## config.mk

```make
export PLATFORM = sky130hd
export DESIGN_NAME = fp_addsub_issue_ctrl
export DESIGN_NICKNAME = d
export VERILOG_FILES = /design/src/rtl/fp_cluster_pkg.sv /design/src/rtl/valid_tag_delay.sv /design/src/rtl/fp_addsub_issue_ctrl.sv
export SDC_FILE = /design/constraint.sdc
export NUM_CORES = 1
export LEC_CHECK = 0
export CORE_MARGIN = 3
export CORE_UTILIZATION = 51
export CTS_CLUSTER_DIAMETER = 150
export DETAILED_ROUTE_END_ITERATION = 16
export PLACE_DENSITY_LB_ADDON = 0.2
export SYNTH_ARGS = -nofsm -noshare
export SYNTH_HDL_FRONTEND = slang
export SYNTH_SLANG_ARGS = --single-unit
```

## constraint.sdc

```tcl
create_clock -name clk -period 6.8 [get_ports clk]
set_clock_uncertainty 0.2 [all_clocks]
set_input_delay 1.02 -clock clk [delete_from_list [all_inputs] [get_ports clk]]
set_output_delay 1.02 -clock clk [all_outputs]
set_load 0.01 [all_outputs]
```

## src/rtl/fp_cluster_pkg.sv

```systemverilog
`default_nettype none
// ============================================================================
//  Module      : fp_cluster_pkg
//  Description : Shared constants and FSM encodings for the FP add/sub
//                cluster (issue controller and adder wrapper).
//  Revision    : 1.0 - initial release
// ============================================================================
package fp_cluster_pkg;

  // IEEE-754 single precision operand width
  localparam int FP_WIDTH = 32;

  // Cycles from registered adder operands to wrapper result valid
  localparam int DEFAULT_ADD_LATENCY = 4;

  // Issue controller states
  typedef enum logic [1:0] {
    ST_IDLE  = 2'd0,
    ST_ISSUE = 2'd1,
    ST_DRAIN = 2'd2,
    ST_DONE  = 2'd3
  } issue_state_t;

endpackage
`default_nettype wire

```

## src/rtl/valid_tag_delay.sv

```systemverilog
`default_nettype none
// ============================================================================
//  Module      : valid_tag_delay
//  Description : DEPTH-stage shift line of {valid, tag} pairs with synchronous
//                clear. Reports whether anything is still in flight ahead of
//                the final stage so the owner can tell when the line drains.
//  Revision    : 1.0 - initial release
// ============================================================================
module valid_tag_delay #(
  parameter int DEPTH = 5,   // must be >= 2
  parameter int TAG_W = 10
) (
  input  logic             clk,
  input  logic             rst,
  input  logic             shift_en,
  input  logic             in_valid,
  input  logic [TAG_W-1:0] in_tag,
  output logic             pending,
  output logic             out_valid,
  output logic [TAG_W-1:0] out_tag
);

  logic [DEPTH-1:0] stage_valid;
  logic [TAG_W-1:0] stage_tag [DEPTH];

  // Shift the line one stage per enabled cycle, inserting at stage 0
  always_ff @(posedge clk) begin
    if (rst) begin
      stage_valid <= '0;
      for (int i = 0; i < DEPTH; i++) begin
        stage_tag[i] <= '0;
      end
    end else if (shift_en) begin
      stage_valid  <= {stage_valid[DEPTH-2:0], in_valid};
      stage_tag[0] <= in_tag;
      for (int i = 1; i < DEPTH; i++) begin
        stage_tag[i] <= stage_tag[i-1];
      end
    end
  end

  // Anything not yet in the last stage means the line will not be empty next cycle
  assign pending   = |stage_valid[DEPTH-2:0];
  assign out_valid = stage_valid[DEPTH-1];
  assign out_tag   = stage_tag[DEPTH-1];

endmodule
`default_nettype wire

```

## src/rtl/fp_addsub_issue_ctrl.sv

```systemverilog
`default_nettype none
// ============================================================================
//  Module      : fp_addsub_issue_ctrl
//  Description : Issue stage for the FP adder/subtractor. Pulls vec_len
//                operand pairs jointly from two ready/valid streams, drives
//                registered adder operands, and tracks each issued pair
//                through a latency-matched token line so res_strobe fires
//                exactly when that pair's result is valid.
//                Optional macro FP_ISSUE_STATS_EN adds the stall_cycles port.
//  Revision    : 1.0 - initial release
// ============================================================================
module fp_addsub_issue_ctrl
  import fp_cluster_pkg::*;
#(
  parameter int ADD_LATENCY = DEFAULT_ADD_LATENCY,  // must be >= 1
  parameter int LEN_W       = 10
) (
  input  logic                clk,
  input  logic                rst,
  input  logic                start,
  input  logic [LEN_W-1:0]    vec_len,
  input  logic                op_in,
  input  logic                a_valid,
  input  logic [FP_WIDTH-1:0] a_data,
  output logic                a_ready,
  input  logic                b_valid,
  input  logic [FP_WIDTH-1:0] b_data,
  output logic                b_ready,
  output logic [FP_WIDTH-1:0] add_A,
  output logic [FP_WIDTH-1:0] add_B,
  output logic                add_op,
  output logic                add_ce,
  output logic                res_strobe,
  output logic [LEN_W-1:0]    res_index,
  output logic                busy,
  output logic                done
`ifdef FP_ISSUE_STATS_EN
  ,
  output logic [15:0]         stall_cycles
`endif
);

  // One stage per adder pipeline cycle plus the operand register stage
  localparam int TOKEN_DEPTH = ADD_LATENCY + 1;

  issue_state_t     state;
  issue_state_t     state_nxt;
  logic [LEN_W-1:0] len_q;
  logic [LEN_W-1:0] count_q;
  logic             start_accept;
  logic             fire;
  logic             last_fire;
  logic             token_pending;
  logic             in_issue;

  assign in_issue     = (state == ST_ISSUE);
  assign start_accept = (state == ST_IDLE) && start;
  assign fire         = in_issue && a_valid && b_valid;
  assign last_fire    = fire && (count_q == (len_q - 1'b1));

  // State register
  always_ff @(posedge clk) begin
    if (rst) begin
      state <= ST_IDLE;
    end else begin
      state <= state_nxt;
    end
  end

  // Next-state logic; DRAIN leaves when the final token sits in the last stage
  always_comb begin
    state_nxt = state;
    case (state)
      ST_IDLE: begin
        if (start) begin
          state_nxt = (vec_len != '0) ? ST_ISSUE : ST_DONE;
        end
      end
      ST_ISSUE: begin
        if (last_fire) begin
          state_nxt = ST_DRAIN;
        end
      end
      ST_DRAIN: begin
        if (!token_pending) begin
          state_nxt = ST_DONE;
        end
      end
      ST_DONE: begin
        state_nxt = ST_IDLE;
      end
      default: begin
        state_nxt = ST_IDLE;
      end
    endcase
  end

  // Handshake and status outputs decoded from state
  always_comb begin
    a_ready = in_issue && b_valid;
    b_ready = in_issue && a_valid;
    busy    = (state != ST_IDLE);
    add_ce  = (state != ST_IDLE);
    done    = (state == ST_DONE);
  end

  // Vector length and operation captured at an accepted start
  always_ff @(posedge clk) begin
    if (rst) begin
      len_q  <= '0;
      add_op <= 1'b0;
    end else if (start_accept) begin
      len_q  <= vec_len;
      add_op <= op_in;
    end
  end

  // Element counter: index of the next pair to issue
  always_ff @(posedge clk) begin
    if (rst || start_accept) begin
      count_q <= '0;
    end else if (fire) begin
      count_q <= count_q + 1'b1;
    end
  end

  // Operand registers load on fire and otherwise hold
  always_ff @(posedge clk) begin
    if (rst) begin
      add_A <= '0;
      add_B <= '0;
    end else if (fire) begin
      add_A <= a_data;
      add_B <= b_data;
    end
  end

  // Token line: bubbles insert zero tags so res_index stays clean between results
  valid_tag_delay #(
    .DEPTH (TOKEN_DEPTH),
    .TAG_W (LEN_W)
  ) u_token_line (
    .clk       (clk),
    .rst       (rst),
    .shift_en  (busy),
    .in_valid  (fire),
    .in_tag    (fire ? count_q : '0),
    .pending   (token_pending),
    .out_valid (res_strobe),
    .out_tag   (res_index)
  );

`ifdef FP_ISSUE_STATS_EN
  // Count ISSUE cycles that did not fire; saturating, held until the next start
  always_ff @(posedge clk) begin
    if (rst || start_accept) begin
      stall_cycles <= '0;
    end else if (in_issue && !fire && (stall_cycles != 16'hFFFF)) begin
      stall_cycles <= stall_cycles + 16'd1;
    end
  end
`endif

endmodule
`default_nettype wire

```

==> results.tsv <==
metric	value	unit
finalSetupTns	0	ps
layout-drive-gt1-share	5.722	%
worstSetupEndpointType	output port	
wl_met2	6.517	mm
avgSynthCellArea	9.684	µm²
die_w	110.3	µm
wl_per_cell	14.24	µm
insertion_delay	510	ps
cts.clk_slew.worst_paths	60	ps
p_leak	2.889	nW
postCtsSetupBuffers	0	
worst-setup-path-type	in2out	
core	10460	µm²
grt_use_total	20.18	%
dieArea	12170	µm²
clock_path_buffers	2	
diodes	0	
rsz0062_at_grt	no	
synth_nets	660	
gp_congestion	0.8048	
ys_types	43	
cts_resized	0	
drt_iter0_drc	312	
period_needed	3436	ps
grt_pass1_vias	4149	
worstMarginPinSlew	1186	ps
dr.pass1.iters	5	
yosysWarningCount	0	
max-slew-margin-rel	20.67	%
slew_violations	0	
port_buffers	160	
n_fill_cell	762	
slowest_stage	clkdlybuf4s50_1	
cts_buffers	17	
rows	37	
slowest_delay	550	ps
critPathMaxFanout	2	
grt-ovfl-total	0	
area_growth	39.84	%
clock-sinks	142	
nets	808	
drt_wl_total	12.39	mm
final.period_utilization	50.53	%
hold_path_class	reg2reg	
htreeDepth	4	
cts_tree	done	
drc	0	
cp_cell_sequence	clkdlybuf4s50_1, and2_1, clkdlybuf4s50_1	
dpl.hpwl	8.536	mm
dpl_cell_area	7202	µm²
crit_arrival	2220	ps
fin_area	7760	µm²
vdd_drop_max	193.3	µV
status	finished, final reports clean	
grt_max_degree	82	
highest_layer	met4	
yosysSeqAreaShare	60.25	%
routed_via_density	5.031	
vias	4377	
synthesis.area	5549	µm²
crit_top_cell	clkdlybuf4s50_1	
cts_hold_buf	0	
setup_viol	0	
chipHeight	110.3	µm
powerDensity	331.2	nW/µm²
synth-seq-cells	142	
start_util	53.04	%
postSynthCellCount	573	
critPathRequiredTime	5580	ps
antenna_left	0	
cap_violations	0	
cts_root_buf	clkbuf_8	
startpoint_type	input pin	
antenna_found_initial	0	
max_freq	291.0	MHz
io_pins	161	
wl_met3	754	µm
grt_pass1_wl	19.12	mm
wl_met1	4.847	mm
hold_violations	0	
==> logic make-up after synthesis <==
family                   after synthesis  synth area share [%]
flip-flops                           142                 60.25
buffers and inverters                 44                 3.359
AND/OR/NAND/NOR                      264                 21.85
adder cells (fa/ha/maj)                7                 1.578
XOR/XNOR                              20                 3.157
AO/OA/AOI/OAI                         92                 9.087
multiplexers                           4                0.7216
==> Yosys cell counts (all sizes together) <==
cell type / number / area share, %
o21ai: 4 / 0.43
edfxtp: 50 / 27
o41ai: 1 / 0.16
a311oi: 1 / 0.16
buf: 3 / 0.41
nor4: 4 / 0.56
a21oi: 76 / 6.9
and3: 16 / 1.8
nor2: 19 / 1.3
a31o: 1 / 0.16
and2: 43 / 4.8
clkinv: 1 / 0.068
a31oi: 2 / 0.23
or4: 1 / 0.14
nor3b: 1 / 0.14
nand3: 3 / 0.27
a22oi: 1 / 0.14
o2111ai: 1 / 0.16
xnor2: 8 / 1.3
nand2: 161 / 11
clkbuf: 32 / 2.3
mux2i: 4 / 0.72
nand4: 4 / 0.45
and3b: 2 / 0.32
nor2b: 3 / 0.34
a211o: 1 / 0.18
a221oi: 2 / 0.32
ha: 7 / 1.6
nor3: 3 / 0.36
a21o: 1 / 0.16
xor2: 12 / 1.9
a32oi: 1 / 0.16
or3: 2 / 0.23
inv: 8 / 0.54
dfxtp: 92 / 33
nand2b: 2 / 0.23
==> sequential cells by signal, indices dropped and copies added (netlist names) <==
register	cells
add_B	32
u_token_line.stage_tag	50
add_A	32
add_op	1
count_q	10
state	2
len_q	10
u_token_line.stage_valid	5
==> critical path, delay by kind of cell <==
| family | cells | cell delay, ps |
|---|---|---|
| buffers and inverters | 2 | 1030 |
| AND/OR/NAND/NOR | 1 | 170 |
==> metal layers <==
metal / vias to the layer above / global-route usage (%)
li1: 2208 / -
met2: 127 / 34.71
met4: 0 / 9.235
met1: 2021 / 23.80
met3: 21 / 5.009
met5: - / 0
==> cell usage in the layout (no fill, tap or decap), drive strengths merged, types with 2 or more instances in the layout <==
cell           Yosys  routed
bufinv             0       2
clkdlybuf4s50      0     159
nor3               3       3
clkinvlp           0       3
nor2              19      19
edfxtp            50      50
nand3              3       3
nand2b             2       2
xnor2              8       8
ha                 7       7
nand4              4       4
buf                3       5
o21ai              4       4
a31oi              2       2
and2              43      43
clkinv             1       8
or3                2       2
nand2            161     161
a21oi             76      76
nor4               4       4
mux2i              4       4
inv                8       8
nor2b              3       3
clkbuf            32      20
a221oi             2       2
and3b              2       2
and3              16      16
dfxtp             92      92
xor2              12      12
==> power by group <==
part           total, W  internal, W  switching, W
Clock          0.000860     0.000527      0.000332
Sequential      0.00112      0.00107     0.0000568
Combinational  0.000586     0.000268      0.000317
Total           0.00257      0.00186      0.000707
==> stage by stage <==
| stage | instances | setup WS, ps | hold slack [ps] | power [W] | util [%] |
|---|---|---|---|---|---|
| 2_1_floorplan | 573 | 3790 | 247.1 | 0.001481 | - |
| 3_3_place_gp | 838 | 3311 | 241.4 | 0.001701 | 68.84 |
| 3_5_place_dp | 838 | 3255 | 246.7 | 0.001730 | 68.84 |
| 4_1_cts | 870 | 3369 | 255.0 | 0.002592 | 74.17 |
| 5_1_grt | 870 | 3316 | 273.5 | 0.002705 | 74.17 |
| 6_report | 870 | 3364 | 254.5 | 0.002570 | 74.17 |
==> area by class of cell <==
type	instances	area [µm²]	share of cell area, %
repair buffers	164	1627	20.96
well taps	136	170.2	2.193
inverters	9	33.78	0.4353
clock buffers	20	435.4	5.611
clock inverters	12	122.6	1.580
flip-flops and latches	142	3343	43.08
multi-input cells	387	2028	26.14
==> path summary, 6_finish.rpt <==
path	slack, ps	end	startpoint	cells after the start
max	3360	b_ready	a_valid	3
min	250	add_A[2]$_SDFFE_PP0P_	add_A[2]$_SDFFE_PP0P_	2
max reg2reg	4060	state[1]$_SDFFE_PP0P_	state[1]$_SDFFE_PP0P_	9
min reg2reg	250	add_A[2]$_SDFFE_PP0P_	add_A[2]$_SDFFE_PP0P_	2
(Power assumes the default switching activity.)
